<file path="src/rtl/uart_pkg.sv">
// Shared UART definitions used by both the transmit and receive paths.
package uart_pkg;
    localparam int UART_DATA_W          = 8;
    localparam int BAUD_SET_COUNTER_DEF = 10416;  // 100 MHz / 9600 bps
    localparam int BAUD_CNT_W           = 14;

    typedef enum logic [1:0] {
        IDLE  = 2'd0,
        START = 2'd1,
        DATA  = 2'd2,
        STOP  = 2'd3
    } uart_state_e;
endpackage

</file>
<file path="src/rtl/uart_tx_if.sv">
// Byte-in handshake plus serial-line status of the UART transmitter.
interface uart_tx_if;
    import uart_pkg::*;

    logic [UART_DATA_W-1:0] i_tx_data;
    logic                   i_tx_valid;
    logic                   o_tx_ready;
    logic                   TXD;
    logic                   tx_busy;
    logic                   tx_done;

    modport master (
        output i_tx_data, i_tx_valid,
        input  o_tx_ready, TXD, tx_busy, tx_done
    );

    modport slave (
        input  i_tx_data, i_tx_valid,
        output o_tx_ready, TXD, tx_busy, tx_done
    );
endinterface

</file>
<file path="src/rtl/uart_tx_fifo.sv">
// Synchronous byte FIFO; head entry is visible on dout whenever not empty.
module uart_tx_fifo #(
    parameter int DEPTH = 4,
    parameter int W     = 8
) (
    input  logic         clk,
    input  logic         rst_n,
    input  logic         push,
    input  logic         pop,
    input  logic [W-1:0] din,
    output logic [W-1:0] dout,
    output logic         full,
    output logic         empty
);
    localparam int AW = (DEPTH > 1) ? $clog2(DEPTH) : 1;
    localparam int CW = $clog2(DEPTH) + 1;

    logic [W-1:0]  mem_q [DEPTH];
    logic [AW-1:0] wr_ptr_q, rd_ptr_q;
    logic [CW-1:0] count_q;

    assign full  = (count_q == CW'(DEPTH));
    assign empty = (count_q == '0);
    assign dout  = mem_q[rd_ptr_q];

    // Power-of-two depth lets the pointers wrap by plain overflow.
    always_ff @(posedge clk) begin
        if (!rst_n) begin
            wr_ptr_q <= '0;
            rd_ptr_q <= '0;
            count_q  <= '0;
        end else begin
            if (push) wr_ptr_q <= wr_ptr_q + AW'(1);
            if (pop)  rd_ptr_q <= rd_ptr_q + AW'(1);
            case ({push, pop})
                2'b10:   count_q <= count_q + CW'(1);
                2'b01:   count_q <= count_q - CW'(1);
                default: count_q <= count_q;
            endcase
        end
    end

    always_ff @(posedge clk) begin
        if (push) mem_q[wr_ptr_q] <= din;
    end
endmodule

</file>
<file path="src/rtl/uart_tx.sv">
// 8N1 UART transmitter: FIFO-buffered byte input, registered serial output.
module uart_tx
    import uart_pkg::*;
#(
    parameter int BAUD_SET_COUNTER = BAUD_SET_COUNTER_DEF,
    parameter int FIFO_DEPTH       = 4
) (
    input  logic        clk,
    input  logic        rst_n,
    uart_tx_if.slave    tx_if
);
    localparam logic [BAUD_CNT_W-1:0] TC = BAUD_CNT_W'(BAUD_SET_COUNTER - 1);

    uart_state_e            state_q, state_d;
    logic [BAUD_CNT_W-1:0]  cnt_q, cnt_d;
    logic [2:0]             bit_idx_q, bit_idx_d;
    logic [UART_DATA_W-1:0] shreg_q, shreg_d;
    logic                   txd_q, txd_d;
    logic                   busy_q, busy_d;
    logic                   done_pend_q, done_pend_d;
    logic                   done_q;

    logic                   fifo_push, fifo_pop, fifo_full, fifo_empty;
    logic [UART_DATA_W-1:0] fifo_dout;
    logic                   tc;

    assign tx_if.o_tx_ready = !fifo_full && rst_n;
    assign fifo_push        = tx_if.i_tx_valid && tx_if.o_tx_ready;

    uart_tx_fifo #(
        .DEPTH (FIFO_DEPTH),
        .W     (UART_DATA_W)
    ) u_fifo (
        .clk   (clk),
        .rst_n (rst_n),
        .push  (fifo_push),
        .pop   (fifo_pop),
        .din   (tx_if.i_tx_data),
        .dout  (fifo_dout),
        .full  (fifo_full),
        .empty (fifo_empty)
    );

    assign tc = (cnt_q == TC);

    always_comb begin
        state_d     = state_q;
        cnt_d       = cnt_q;
        bit_idx_d   = bit_idx_q;
        shreg_d     = shreg_q;
        fifo_pop    = 1'b0;
        done_pend_d = 1'b0;
        if (state_q != IDLE) cnt_d = cnt_q + BAUD_CNT_W'(1);
        case (state_q)
            IDLE: begin
                if (!fifo_empty) begin
                    fifo_pop = 1'b1;
                    shreg_d  = fifo_dout;
                    cnt_d    = '0;
                    state_d  = START;
                end
            end
            START: begin
                if (tc) begin
                    cnt_d     = '0;
                    bit_idx_d = '0;
                    state_d   = DATA;
                end
            end
            DATA: begin
                if (tc) begin
                    cnt_d     = '0;
                    shreg_d   = shreg_q >> 1;
                    bit_idx_d = bit_idx_q + 3'd1;
                    if (bit_idx_q == 3'd7) state_d = STOP;
                end
            end
            STOP: begin
                if (tc) begin
                    cnt_d       = '0;
                    done_pend_d = 1'b1;
                    // Chain straight into the next frame so queued bytes leave no idle gap.
                    if (!fifo_empty) begin
                        fifo_pop = 1'b1;
                        shreg_d  = fifo_dout;
                        state_d  = START;
                    end else begin
                        state_d  = IDLE;
                    end
                end
            end
            default: state_d = IDLE;
        endcase
    end

    // Line outputs trail the state by one cycle; tx_done trails once more so it
    // marks the cycle right after the stop bit has left the TXD register.
    always_comb begin
        busy_d = (state_q != IDLE);
        case (state_q)
            START:   txd_d = 1'b0;
            DATA:    txd_d = shreg_q[0];
            default: txd_d = 1'b1;
        endcase
    end

    always_ff @(posedge clk) begin
        if (!rst_n) begin
            state_q     <= IDLE;
            cnt_q       <= '0;
            bit_idx_q   <= '0;
            shreg_q     <= '0;
            txd_q       <= 1'b1;
            busy_q      <= 1'b0;
            done_pend_q <= 1'b0;
            done_q      <= 1'b0;
        end else begin
            state_q     <= state_d;
            cnt_q       <= cnt_d;
            bit_idx_q   <= bit_idx_d;
            shreg_q     <= shreg_d;
            txd_q       <= txd_d;
            busy_q      <= busy_d;
            done_pend_q <= done_pend_d;
            done_q      <= done_pend_q;
        end
    end

    assign tx_if.TXD     = txd_q;
    assign tx_if.tx_busy = busy_q;
    assign tx_if.tx_done = done_q;
endmodule

</file>
<file path="src/flat_wrapper.sv">
// flat-port wrapper written by rule: the top's interface ports become plain ports
module uart_tx_flat import uart_pkg::*;
#(
    parameter int BAUD_SET_COUNTER = BAUD_SET_COUNTER_DEF,
    parameter int FIFO_DEPTH       = 4
)
  (clk, rst_n, tx_if_i_tx_data, tx_if_i_tx_valid, tx_if_o_tx_ready, tx_if_TXD, tx_if_tx_busy, tx_if_tx_done);
  uart_tx_if tx_if_i ();
  input  logic clk;
  input  logic rst_n;
  input wire logic [$bits(tx_if_i.i_tx_data)-1:0] tx_if_i_tx_data;
  input wire logic [$bits(tx_if_i.i_tx_valid)-1:0] tx_if_i_tx_valid;
  output wire logic [$bits(tx_if_i.o_tx_ready)-1:0] tx_if_o_tx_ready;
  output wire logic [$bits(tx_if_i.TXD)-1:0] tx_if_TXD;
  output wire logic [$bits(tx_if_i.tx_busy)-1:0] tx_if_tx_busy;
  output wire logic [$bits(tx_if_i.tx_done)-1:0] tx_if_tx_done;
  assign tx_if_i.i_tx_data = tx_if_i_tx_data;
  assign tx_if_i.i_tx_valid = tx_if_i_tx_valid;
  assign tx_if_o_tx_ready = tx_if_i.o_tx_ready;
  assign tx_if_TXD = tx_if_i.TXD;
  assign tx_if_tx_busy = tx_if_i.tx_busy;
  assign tx_if_tx_done = tx_if_i.tx_done;
  uart_tx #(.BAUD_SET_COUNTER(BAUD_SET_COUNTER), .FIFO_DEPTH(FIFO_DEPTH)) u_core (.clk(clk), .rst_n(rst_n), .tx_if(tx_if_i));
endmodule
</file>
<file path="config.mk">
export PLATFORM = sky130hd
export DESIGN_NAME = uart_tx_flat
export DESIGN_NICKNAME = d
export VERILOG_FILES = /design/src/rtl/uart_pkg.sv /design/src/rtl/uart_tx_if.sv /design/src/rtl/uart_tx_fifo.sv /design/src/rtl/uart_tx.sv /design/src/flat_wrapper.sv
export SDC_FILE = /design/constraint.sdc
export NUM_CORES = 1
export LEC_CHECK = 0
export BUFFER_PORTS_ARGS = -buffer_cell sky130_fd_sc_hd__clkbuf_2
export CORE_MARGIN = 2
export CORE_UTILIZATION = 35
export DETAILED_ROUTE_END_ITERATION = 12
export PLACE_DENSITY_LB_ADDON = 0.1
export SLEW_MARGIN = 20
export SYNTH_ARGS = -nofsm -noshare
export SYNTH_HDL_FRONTEND = slang
export SYNTH_SLANG_ARGS = --single-unit
</file>
<file path="constraint.sdc">
create_clock -name clk -period 3.3 [get_ports clk]
set_clock_uncertainty 0.1 [all_clocks]
set_input_delay 0.165 -clock clk [delete_from_list [all_inputs] [get_ports clk]]
set_output_delay 0.165 -clock clk [all_outputs]
set_load 0.1 [all_outputs]
</file>
==> results of run 1 <==
routing by layer:
| metal | vias to the layer above | wire length (um) | GRT usage |
|---|---|---|---|
| li1 | 1084 | - | - |
| met1 | 1012 | 3060 | 0.185 |
| met2 | 39 | 2830 | 0.202 |
| met3 | 10 | 239 | 0.0415 |
| met4 | 0 | 105 | 0.0569 |
| met5 | - | 0 | 0 |
area by class of cell:
class                           count  area [um2]
Fill cell                         834        5110
Clock buffer                        9         124
Multi-Input combinational cell    179        1310
Tap cell                          108         135
Inverter                           14        52.6
Timing Repair Buffer               28         195
Clock inverter                      7        68.8
Sequential cell                    72        1760
final timing paths:
check                                                        endpoint  slack, ns
worst max-delay path            u_core.u_fifo.count_q[2]$_SDFFE_PN0P_       0.46
worst min-delay path                      u_core.tx_if.TXD$_SDFF_PN1_       0.12
worst max register to register  u_core.u_fifo.count_q[2]$_SDFFE_PN0P_       0.46
worst min register to register        u_core.tx_if.tx_done$_SDFF_PN0_       0.36
flip-flops by register name (all words and copies together) (netlist names), 2 cells and up, named ones only:
signal / flops
u_core.u_fifo.wr_ptr_q: 2
u_core.u_fifo.rd_ptr_q: 2
u_core.bit_idx_q: 3
u_core.cnt_q: 14
u_core.shreg_q: 8
u_core.u_fifo.mem_q: 32
u_core.u_fifo.count_q: 3
u_core.state_q: 2
placed cells by master (no fill, tap or decap), types with 3 or more instances in the layout:
master and n:
buf_4 6, nand2_1 15, or2_2 3, and2_1 5, a31oi_1 7, nor2_1 23
o21ai_0 10, nand3_1 13, dfxtp_1 40, ha_1 13, and3_1 7, or3_1 5
inv_8 3, o31ai_1 11, inv_1 14, inv_6 3, edfxtp_1 32, clkbuf_8 9
nor3_1 4, dlygate4sd3_1 8, a22oi_1 3, mux4_2 8, a21oi_1 15, mux2i_1 8
clkbuf_2 14
stage by stage:
| stage | cells | hold WS [ns] | cell area (um2) | setup slack (ns) |
|---|---|---|---|---|
| after global routing | 417 | 0.139 | 3650 | 0.222 |
| after CTS | 417 | 0.133 | 3650 | 0.440 |
| after floorplan | 278 | 0.164 | 3180 | 0.179 |
| final | 417 | 0.119 | 3650 | 0.461 |
| after global placement | 393 | 0.289 | 3380 | 0.581 |
| after detailed placement | 393 | 0.294 | 3380 | 0.497 |
where the power goes:
part	internal (uW)	switching (uW)
combinational	337	573
sequential	1030	82.3
clock	298	391
kinds of logic after synthesis:
family                   Yosys count  share of synthesized area
AO/OA/AOI/OAI                     59                      0.119
XOR/XNOR                           3                    0.00829
adder cells (fa/ha/maj)           14                     0.0576
buffers and inverters             27                     0.0323
flip-flops                        72                      0.555
multiplexers                      16                     0.0821
AND/OR/NAND/NOR                   87                      0.145
worst reg2reg max path, stage by stage (launching register included):
cell and delay, ns:
dfxtp_1 0.41, ha_1 0.25, nand4_1 0.19, nor4_4 0.27, a21oi_1 0.17, nor2_1 0.14
ha_1 0.19, inv_1 0.06, fa_1 0.38, xor2_1 0.16, or3_1 0.30, a21oi_1 0.14
==> impl_metrics.env, run 1 <==
export IMPL_crit_type="flip-flop to flip-flop"
export IMPL_numCtsBuffers=9
export IMPL_grt_use_total=0.136
export IMPL_cts_tree="yes"
export IMPL_fin_crit_sh=0.860
export IMPL_drive_gt1_frac=0.159
export IMPL_yosysTopAreaCellShare=0.303
export IMPL_viasPerCell=5.14
export IMPL_synthMostInstantiatedCell="dfxtp_1"
export IMPL_synthTopCellsByArea="edfxtp_1, dfxtp_1, mux4_2"
export IMPL_hp_class="primary input to flip-flop"
export IMPL_synth_top_cell_by_area="edfxtp_1"
export IMPL_synth_cell_types=43
export IMPL_post_cts_buffers=0
export IMPL_die_w_um=99.2
export IMPL_required_ns=3.48
export IMPL_vdd_drop_max_mv=0.278
export IMPL_total_leakage_power_uw=0.00134
export IMPL_crit_fanout=5
export IMPL_crit_cells=11
export IMPL_place_gp_congestion=0.762
export IMPL_cts_resized_gates=0
export IMPL_arrival_ns=3.02
export IMPL_min_delay_start="rst_n"
export IMPL_cts_hold_buf=8
export IMPL_ys_ff_latch=72
export IMPL_cpMaxStageDelayCell="dfxtp_1"
export IMPL_syn_avg_cell_area_um2=11.4
export IMPL_antennaDiodeCount=0
export IMPL_outcome="finished clean"
export IMPL_syn_area_um2=3170
export IMPL_finalSetupViolCount=0
export IMPL_maxSlewViolCount=0
export IMPL_cp_startpoint="u_core.cnt_q[0]$_SDFF_PN0_"
export IMPL_grt_ovfl_total=0
export IMPL_cellPowerDensity_nw_per_um2=744
export IMPL_numClockSinks=72
export IMPL_ys_seq_area_frac=0.555
export IMPL_nets=329
export IMPL_start_util=0.362
export IMPL_slew_headroom=0.312
export IMPL_port_buffers=14
export IMPL_syn_nets=303
export IMPL_grt_pass1_vias=2053
export IMPL_clk_pin_slew_ns=0.09
export IMPL_io_pins=15
export IMPL_reg2reg_depth=11
export IMPL_path_delay_family="simple AND/OR/NAND/NOR gates"
export IMPL_rsz0062_at_grt="false"
export IMPL_drtPass1Iterations=4
export IMPL_dieArea_um2=9840
export IMPL_grt_pass1_wl_mm=10.4
export IMPL_final_core_util=0.417
export IMPL_tns_ns=0
export IMPL_die_h_um=99.2
export IMPL_synthFlopType="dfxtp_1"
export IMPL_clock_latency_ns=0.36
export IMPL_drcViolationCount=0
export IMPL_core_area_um2=8760
export IMPL_wire_per_inst_um=14.9
export IMPL_endpoint_kind="flip-flop"
export IMPL_drv_cap=0
export IMPL_root_buffer="clkbuf_8"
export IMPL_cts_buffer_depth=2
export IMPL_slowest_delay_ns=0.41
export IMPL_reg2reg_from="u_core.cnt_q[0]$_SDFF_PN0_"
export IMPL_fmax_mhz=352
export IMPL_synth_commonest_cells="dfxtp_1, edfxtp_1, nor2_1"
export IMPL_cp_start_kind="flip-flop"
export IMPL_cp_buffers_inverters=1
export IMPL_routed_wl_mm=6.23
export IMPL_postRouteAntennaNets=0
export IMPL_yosysWarnings=0
export IMPL_num_vias=2145
export IMPL_period_minus_slack_ns=2.84
export IMPL_crit_chain="ha_1 -> nand4_1 -> nor4_4 -> a21oi_1 -> nor2_1 -> ha_1 -> inv_1 -> fa_1 -> xor2_1 -> or3_1 -> a21oi_1"
export IMPL_hold_depth=2
export IMPL_syn_inst=278
export IMPL_hold_violations=0
export IMPL_synth_edff_count=32
export IMPL_drt_iter0_markers=92
export IMPL_worst_slew_pin_transition_ns=1.02
export IMPL_antenna_found_initial=0
export IMPL_htreeDepth=3
export IMPL_grt_start_max_net_pins=29
export IMPL_num_rows=34
export IMPL_dpl_hpwl_mm=4.28
export IMPL_synthArstFlopShare=0
export IMPL_areaGrowthSynthToFinish_pct=15.1
export IMPL_finalPower_uw=2720
Power figures use the tool's default switching activity.
==> run 2, diff against run 1 <==
Settings changed: CORE_ASPECT_RATIO from default to 1.75.
==> run 2 against run 1 <==
Against the previous run: highest routed layer unchanged; largest power group unchanged; clock-buffer cell count unchanged; maximum frequency up 1.0%; cell area up 3.5%; critical path type unchanged; die area up 0.30%; utilization up 0.71 points; power up 12%; combinational power up 2%; worst hold slack worse by 0.0071 ns.
==> impl_metrics.env, run 2 (same netlist as run 1, synthesis figures left out) <==
export IMPL_grt_start_max_net_pins=29
export IMPL_endpoint_kind="flip-flop"
export IMPL_hold_slack_ns=0.112
export IMPL_cts_buffer_depth=2
export IMPL_numClockSinks=72
export IMPL_tns_ns=0
export IMPL_viasPerCell=5.04
export IMPL_rsz0062_at_grt="false"
export IMPL_grt_pass1_wl_mm=10.6
export IMPL_hold_violations=0
export IMPL_cellPowerDensity_nw_per_um2=803
export IMPL_die_w_um=76.0
export IMPL_outcome="finished clean"
export IMPL_largest_registers="u_core.u_fifo.mem_q (32), u_core.cnt_q (14), u_core.shreg_q (8)"
export IMPL_largest_register_ffs=32
export IMPL_die_h_um=130
export IMPL_antenna_found_initial=0
export IMPL_post_cts_buffers=0
export IMPL_num_vias=2164
export IMPL_finalPower_uw=3030
export IMPL_num_rows=46
export IMPL_grt_pass1_vias=2189
export IMPL_routed_wl_mm=6.55
export IMPL_cts_tree="yes"
export IMPL_io_pins=15
export IMPL_most_common_layout_cells="dfxtp_1, edfxtp_1, nor2_1"
export IMPL_vdd_drop_max_mv=0.499
export IMPL_start_util=0.356
export IMPL_cp_start_kind="flip-flop"
export IMPL_fin_crit_sh=0.851
export IMPL_crit_fanout=5
export IMPL_drive_gt1_frac=0.162
export IMPL_postRouteAntennaNets=0
export IMPL_regMostFlops="u_core.u_fifo.mem_q"
export IMPL_grt_use_total=0.142
export IMPL_htreeDepth=3
export IMPL_antennaDiodeCount=0
export IMPL_cts_hold_buf=8
export IMPL_place_area_um2=3390
export IMPL_areaGrowthSynthToFinish_pct=19.2
export IMPL_required_ns=3.47
export IMPL_total_leakage_power_uw=0.00138
export IMPL_dpl_hpwl_mm=4.65
export IMPL_port_buffers=14
export IMPL_drtPass1Iterations=4
export IMPL_hp_class="primary input to flip-flop"
export IMPL_cts_resized_gates=0
export IMPL_setup_ws_ns=0.490
export IMPL_numCtsBuffers=9
export IMPL_drv_cap=0
export IMPL_clock_latency_ns=0.33
export IMPL_maxSlewViolCount=0
export IMPL_core_area_um2=8920
export IMPL_fmax_mhz=356
export IMPL_wire_per_inst_um=15.3
export IMPL_arrival_ns=2.98
export IMPL_place_gp_congestion=0.834
export IMPL_worst_slew_pin_transition_ns=0.608
export IMPL_pre_cts_slack_ns=0.477
export IMPL_drcViolationCount=0
export IMPL_period_minus_slack_ns=2.81
export IMPL_nets=329
export IMPL_seqCellArea_um2=1760
export IMPL_num_fill_cells=868
export IMPL_clk_pin_slew_ns=0.06
export IMPL_root_buffer="clkbuf_16"
export IMPL_grt_ovfl_total=0
export IMPL_dieArea_um2=9870
export IMPL_finalSetupViolCount=0
export IMPL_multiInputGateArea_um2=1320
export IMPL_slew_headroom=0.595
export IMPL_fin_area_um2=3780
export IMPL_layout_commonest_cell="dfxtp_1"
export IMPL_crit_type="flip-flop to flip-flop"
export IMPL_drt_iter0_markers=84
run 2: cell count changes in the layout (fill, tap and decap cells not counted), sizes merged:
cell | before | now
bufinv | 0 | 1
inv | 20 | 18
clkinvlp | 0 | 1
run 2: power by group:
part / internal (uW) / switching [uW]
Combinational: 341 / 585
Sequential: 1040 / 82.6
Clock: 594 / 394
run 2: cell type report:
type | count | share of cell area
timing repair buffer | 28 | 0.0516
clock buffer | 9 | 0.0596
sequential | 72 | 0.466
inverter | 14 | 0.0139
tap | 120 | 0.0397
multi-input combinational | 179 | 0.349
clock inverter | 7 | 0.0205
run 2: per-layer routing:
| metal | vias to the layer above | track usage | share of wire |
|---|---|---|---|
| met4 | 0 | 0.0952 | 0.040 |
| met2 | 30 | 0.270 | 0.55 |
| met3 | 21 | 0.0311 | 0.024 |
| li1 | 1086 | - | - |
| met1 | 1027 | 0.138 | 0.38 |
| met5 | - | 0 | 0 |
run 2: critical path, cell delays in order, from the launching register on:
cell     delay [ns]
dfxtp_1        0.40
ha_1           0.25
nand4_1        0.18
nor4_4         0.27
a21oi_1        0.17
nor2_1         0.16
ha_1           0.19
inv_1          0.06
fa_1           0.37
xor2_1         0.16
or3_1          0.30
a21oi_1        0.14
run 2: final timing paths:
path | depth (start not counted) | slack [ns] | start | end
setup / recovery | 11 | 0.49 | u_core.cnt_q[0]$_SDFF_PN0_ | u_core.u_fifo.count_q[2]$_SDFFE_PN0P_
hold / removal | 2 | 0.11 | rst_n | u_core.tx_if.TXD$_SDFF_PN1_
setup reg to reg | 11 | 0.49 | u_core.cnt_q[0]$_SDFF_PN0_ | u_core.u_fifo.count_q[2]$_SDFFE_PN0P_
hold reg to reg | 1 | 0.34 | u_core.done_pend_q$_SDFF_PN0_ | u_core.tx_if.tx_done$_SDFF_PN0_
run 2: per-stage QoR:
| step | utilization | cells |
|---|---|---|
| global route | 0.424 | 429 |
| detailed placement | 0.380 | 405 |
| finish | 0.424 | 429 |
| floorplan | - | 278 |
| CTS | 0.423 | 429 |
| global placement | 0.380 | 405 |
==> run 3, diff against run 2 <==
Settings changed: ABC_AREA from default to 1.
==> run 3 against run 2 <==
Against the previous run: power shrank 3.6%; wire length grew 9.1%; largest power group unchanged; final cell count grew 25%; sequential power is essentially flat; first-iteration DRC count grew 37%; clock-buffer cell count grew 1.
==> impl_metrics.env, run 3 <==
export IMPL_outcome="finished clean"
export IMPL_pre_cts_slack_ns=0.675
export IMPL_cts_buffer_depth=2
export IMPL_largest_registers="u_core.u_fifo.mem_q (32), u_core.cnt_q (14), u_core.shreg_q (8)"
export IMPL_most_common_layout_cells="nand2_1, nor2_1, dfxtp_1"
export IMPL_die_h_um=132
export IMPL_io_pins=15
export IMPL_num_fill_cells=972
export IMPL_regMostFlops="u_core.u_fifo.mem_q"
export IMPL_crit_type="flip-flop to flip-flop"
export IMPL_grt_util_met2=0.286
export IMPL_num_vias=2479
export IMPL_ys_seq_area_frac=0.536
export IMPL_root_buffer="clkbuf_16"
export IMPL_numClockSinks=72
export IMPL_hp_class="primary input to flip-flop"
export IMPL_grt_pass1_wl_mm=11.7
export IMPL_drcViolationCount=0
export IMPL_grtUsageMet3=0.0267
export IMPL_total_leakage_power_uw=0.00155
export IMPL_antenna_found_initial=0
export IMPL_numCtsBuffers=9
export IMPL_nets=435
export IMPL_clock_latency_ns=0.33
export IMPL_wire_per_inst_um=13.4
export IMPL_use_met1=0.148
export IMPL_die_w_um=77.2
export IMPL_min_delay_start="tx_if_i_tx_valid"
export IMPL_clk_pin_slew_ns=0.06
export IMPL_rsz0062_at_grt="false"
export IMPL_finalPower_uw=2920
export IMPL_cts_tree="yes"
export IMPL_dpl_hpwl_mm=5.13
export IMPL_arrival_ns=2.77
export IMPL_tns_ns=0
export IMPL_yosysTopAreaCellShare=0.292
export IMPL_cellPowerDensity_nw_per_um2=756
export IMPL_reg2reg_from="u_core.state_q[1]$_SDFFE_PN0P_"
export IMPL_grt_ovfl_total=0
export IMPL_port_buffers=14
export IMPL_drv_cap=0
export IMPL_drt_iter0_markers=115
export IMPL_dieArea_um2=10200
export IMPL_routed_wl_mm=7.15
export IMPL_required_ns=3.42
export IMPL_synthArstFlopShare=0
export IMPL_endpoint_kind="flip-flop"
export IMPL_grt_start_max_net_pins=20
export IMPL_slew_headroom=0.450
export IMPL_drive_gt1_frac=0.111
export IMPL_yosysWarnings=0
export IMPL_antennaDiodeCount=0
export IMPL_grt_pass1_vias=2488
export IMPL_htreeDepth=3
export IMPL_place_area_um2=3490
export IMPL_cp_start_kind="flip-flop"
export IMPL_postRouteAntennaNets=0
export IMPL_post_cts_buffers=0
export IMPL_setup_ws_ns=0.651
export IMPL_synthMostInstantiatedCell="nand2_1"
export IMPL_grt_busiest_layer="met2"
export IMPL_hold_end="u_core.u_fifo.wr_ptr_q[0]$_SDFFE_PN0P_"
export IMPL_fin_area_um2=3870
export IMPL_core_area_um2=9090
export IMPL_syn_avg_cell_area_um2=8.58
export IMPL_viasPerCell=4.63
export IMPL_largest_register_ffs=32
export IMPL_cts_hold_buf=8
export IMPL_reg2reg_depth=13
export IMPL_place_gp_congestion=0.732
export IMPL_syn_inst=383
export IMPL_synthFlopType="dfxtp_1"
export IMPL_grt_use_total=0.148
export IMPL_hold_depth=3
export IMPL_cts_resized_gates=0
export IMPL_synth_top_cell_by_area="edfxtp_1"
export IMPL_fin_crit_sh=0.803
export IMPL_synthTopCellsByArea="edfxtp_1, dfxtp_1, nand2_1"
export IMPL_ys_ff_latch=72
export IMPL_syn_nets=408
export IMPL_fmax_mhz=378
export IMPL_hold_slack_ns=0.0973
export IMPL_worst_slew_pin_transition_ns=0.822
export IMPL_syn_area_um2=3290
export IMPL_vdd_drop_max_mv=0.388
export IMPL_areaGrowthSynthToFinish_pct=17.8
export IMPL_synth_commonest_cells="nand2_1, nor2_1, dfxtp_1"
export IMPL_finalSetupViolCount=0
export IMPL_hold_violations=0
export IMPL_synth_edff_count=32
export IMPL_drtPass1Iterations=4
export IMPL_r2r_end="u_core.u_fifo.count_q[2]$_SDFFE_PN0P_"
export IMPL_r2r_slack_ns=0.65
export IMPL_period_minus_slack_ns=2.65
export IMPL_start_util=0.361
export IMPL_maxSlewViolCount=0
export IMPL_layout_commonest_cell="nand2_1"
export IMPL_synth_cell_types=31
export IMPL_num_rows=46
export IMPL_crit_fanout=7
[run 3: cell count changes after synthesis, sizes merged, moves of 7 or more]
cell | previous run | this run
nand2 | 15 | 70
o21ai | 12 | 46
inv | 14 | 37
mux4 | 8 | 0
a31oi | 8 | 0
a21oi | 15 | 24
o31ai | 11 | 0
mux2i | 8 | 1
and3 | 7 | 0
nor2 | 23 | 73
clkbuf | 12 | 4
[run 3: per-layer routing]
| layer | vias to the layer above | wire length (um) |
|---|---|---|
| li1 | 1309 | - |
| met1 | 1133 | 2890 |
| met2 | 26 | 3970 |
| met3 | 11 | 140 |
| met4 | 0 | 146 |
| met5 | - | 0 |
[run 3: cell families after synthesis]
kind of cell,after synthesis,share of synthesized area
AOI/OAI and AO/OA,75,0.122
xor gates and xnor gates,4,0.0107
adders and majority gates,14,0.0556
buffers and inverters,49,0.0590
DFF,72,0.536
muxes,1,0.00305
and+or+nand+nor,168,0.213
[run 3: report_power, final]
part	switching [uW]	internal, uW
Clock	364	600
Sequential	55.7	1030
Combinational	626	245
[run 3: worst max-delay path, stage by stage (launching register included)]
cell and delay (ns):
dfxtp_1 0.34, inv_1 0.12, ha_1 0.41, inv_2 0.14, nand2_1 0.17, nand3_1 0.13
inv_1 0.08, ha_1 0.13, inv_1 0.06, fa_1 0.38, a21oi_1 0.15, o21ai_0 0.11
o21ai_0 0.16, a21oi_1 0.05
[run 3: per-stage QoR]
step                utilization  std cells
floorplan                     -        383
global placement          0.384        511
CTS                       0.426        535
finish                    0.426        535
global route              0.426        535
detailed placement        0.384        511
[run 3: final cells by class]
cell class	count	area (um2)	area share
inverters	39	146	0.0378
well taps	120	150	0.0388
repair buffers	26	180	0.0466
flip-flops and latches	72	1760	0.455
multi-input cells	262	1330	0.345
clock buffers	10	239	0.0618
clock inverters	6	58.8	0.0152
[run 3: worst max-delay path by stage]
stage,end,cells past startpoint,slack (ns),startpoint
finish,u_core.u_fifo.count_q[2]$_SDFFE_PN0P_,13,0.65,u_core.state_q[1]$_SDFFE_PN0P_
global route,u_core.u_fifo.count_q[2]$_SDFFE_PN0P_,14,0.37,u_core.cnt_q[0]$_SDFF_PN0_
CTS,u_core.u_fifo.count_q[2]$_SDFFE_PN0P_,13,0.64,u_core.state_q[0]$_SDFFE_PN0P_
detailed placement,u_core.u_fifo.count_q[2]$_SDFFE_PN0P_,13,0.68,u_core.state_q[0]$_SDFFE_PN0P_
global placement,u_core.u_fifo.count_q[2]$_SDFFE_PN0P_,13,0.76,u_core.state_q[1]$_SDFFE_PN0P_
floorplan,u_core.u_fifo.count_q[1]$_SDFFE_PN0P_,9,0.64,u_core.u_fifo.count_q[1]$_SDFFE_PN0P_
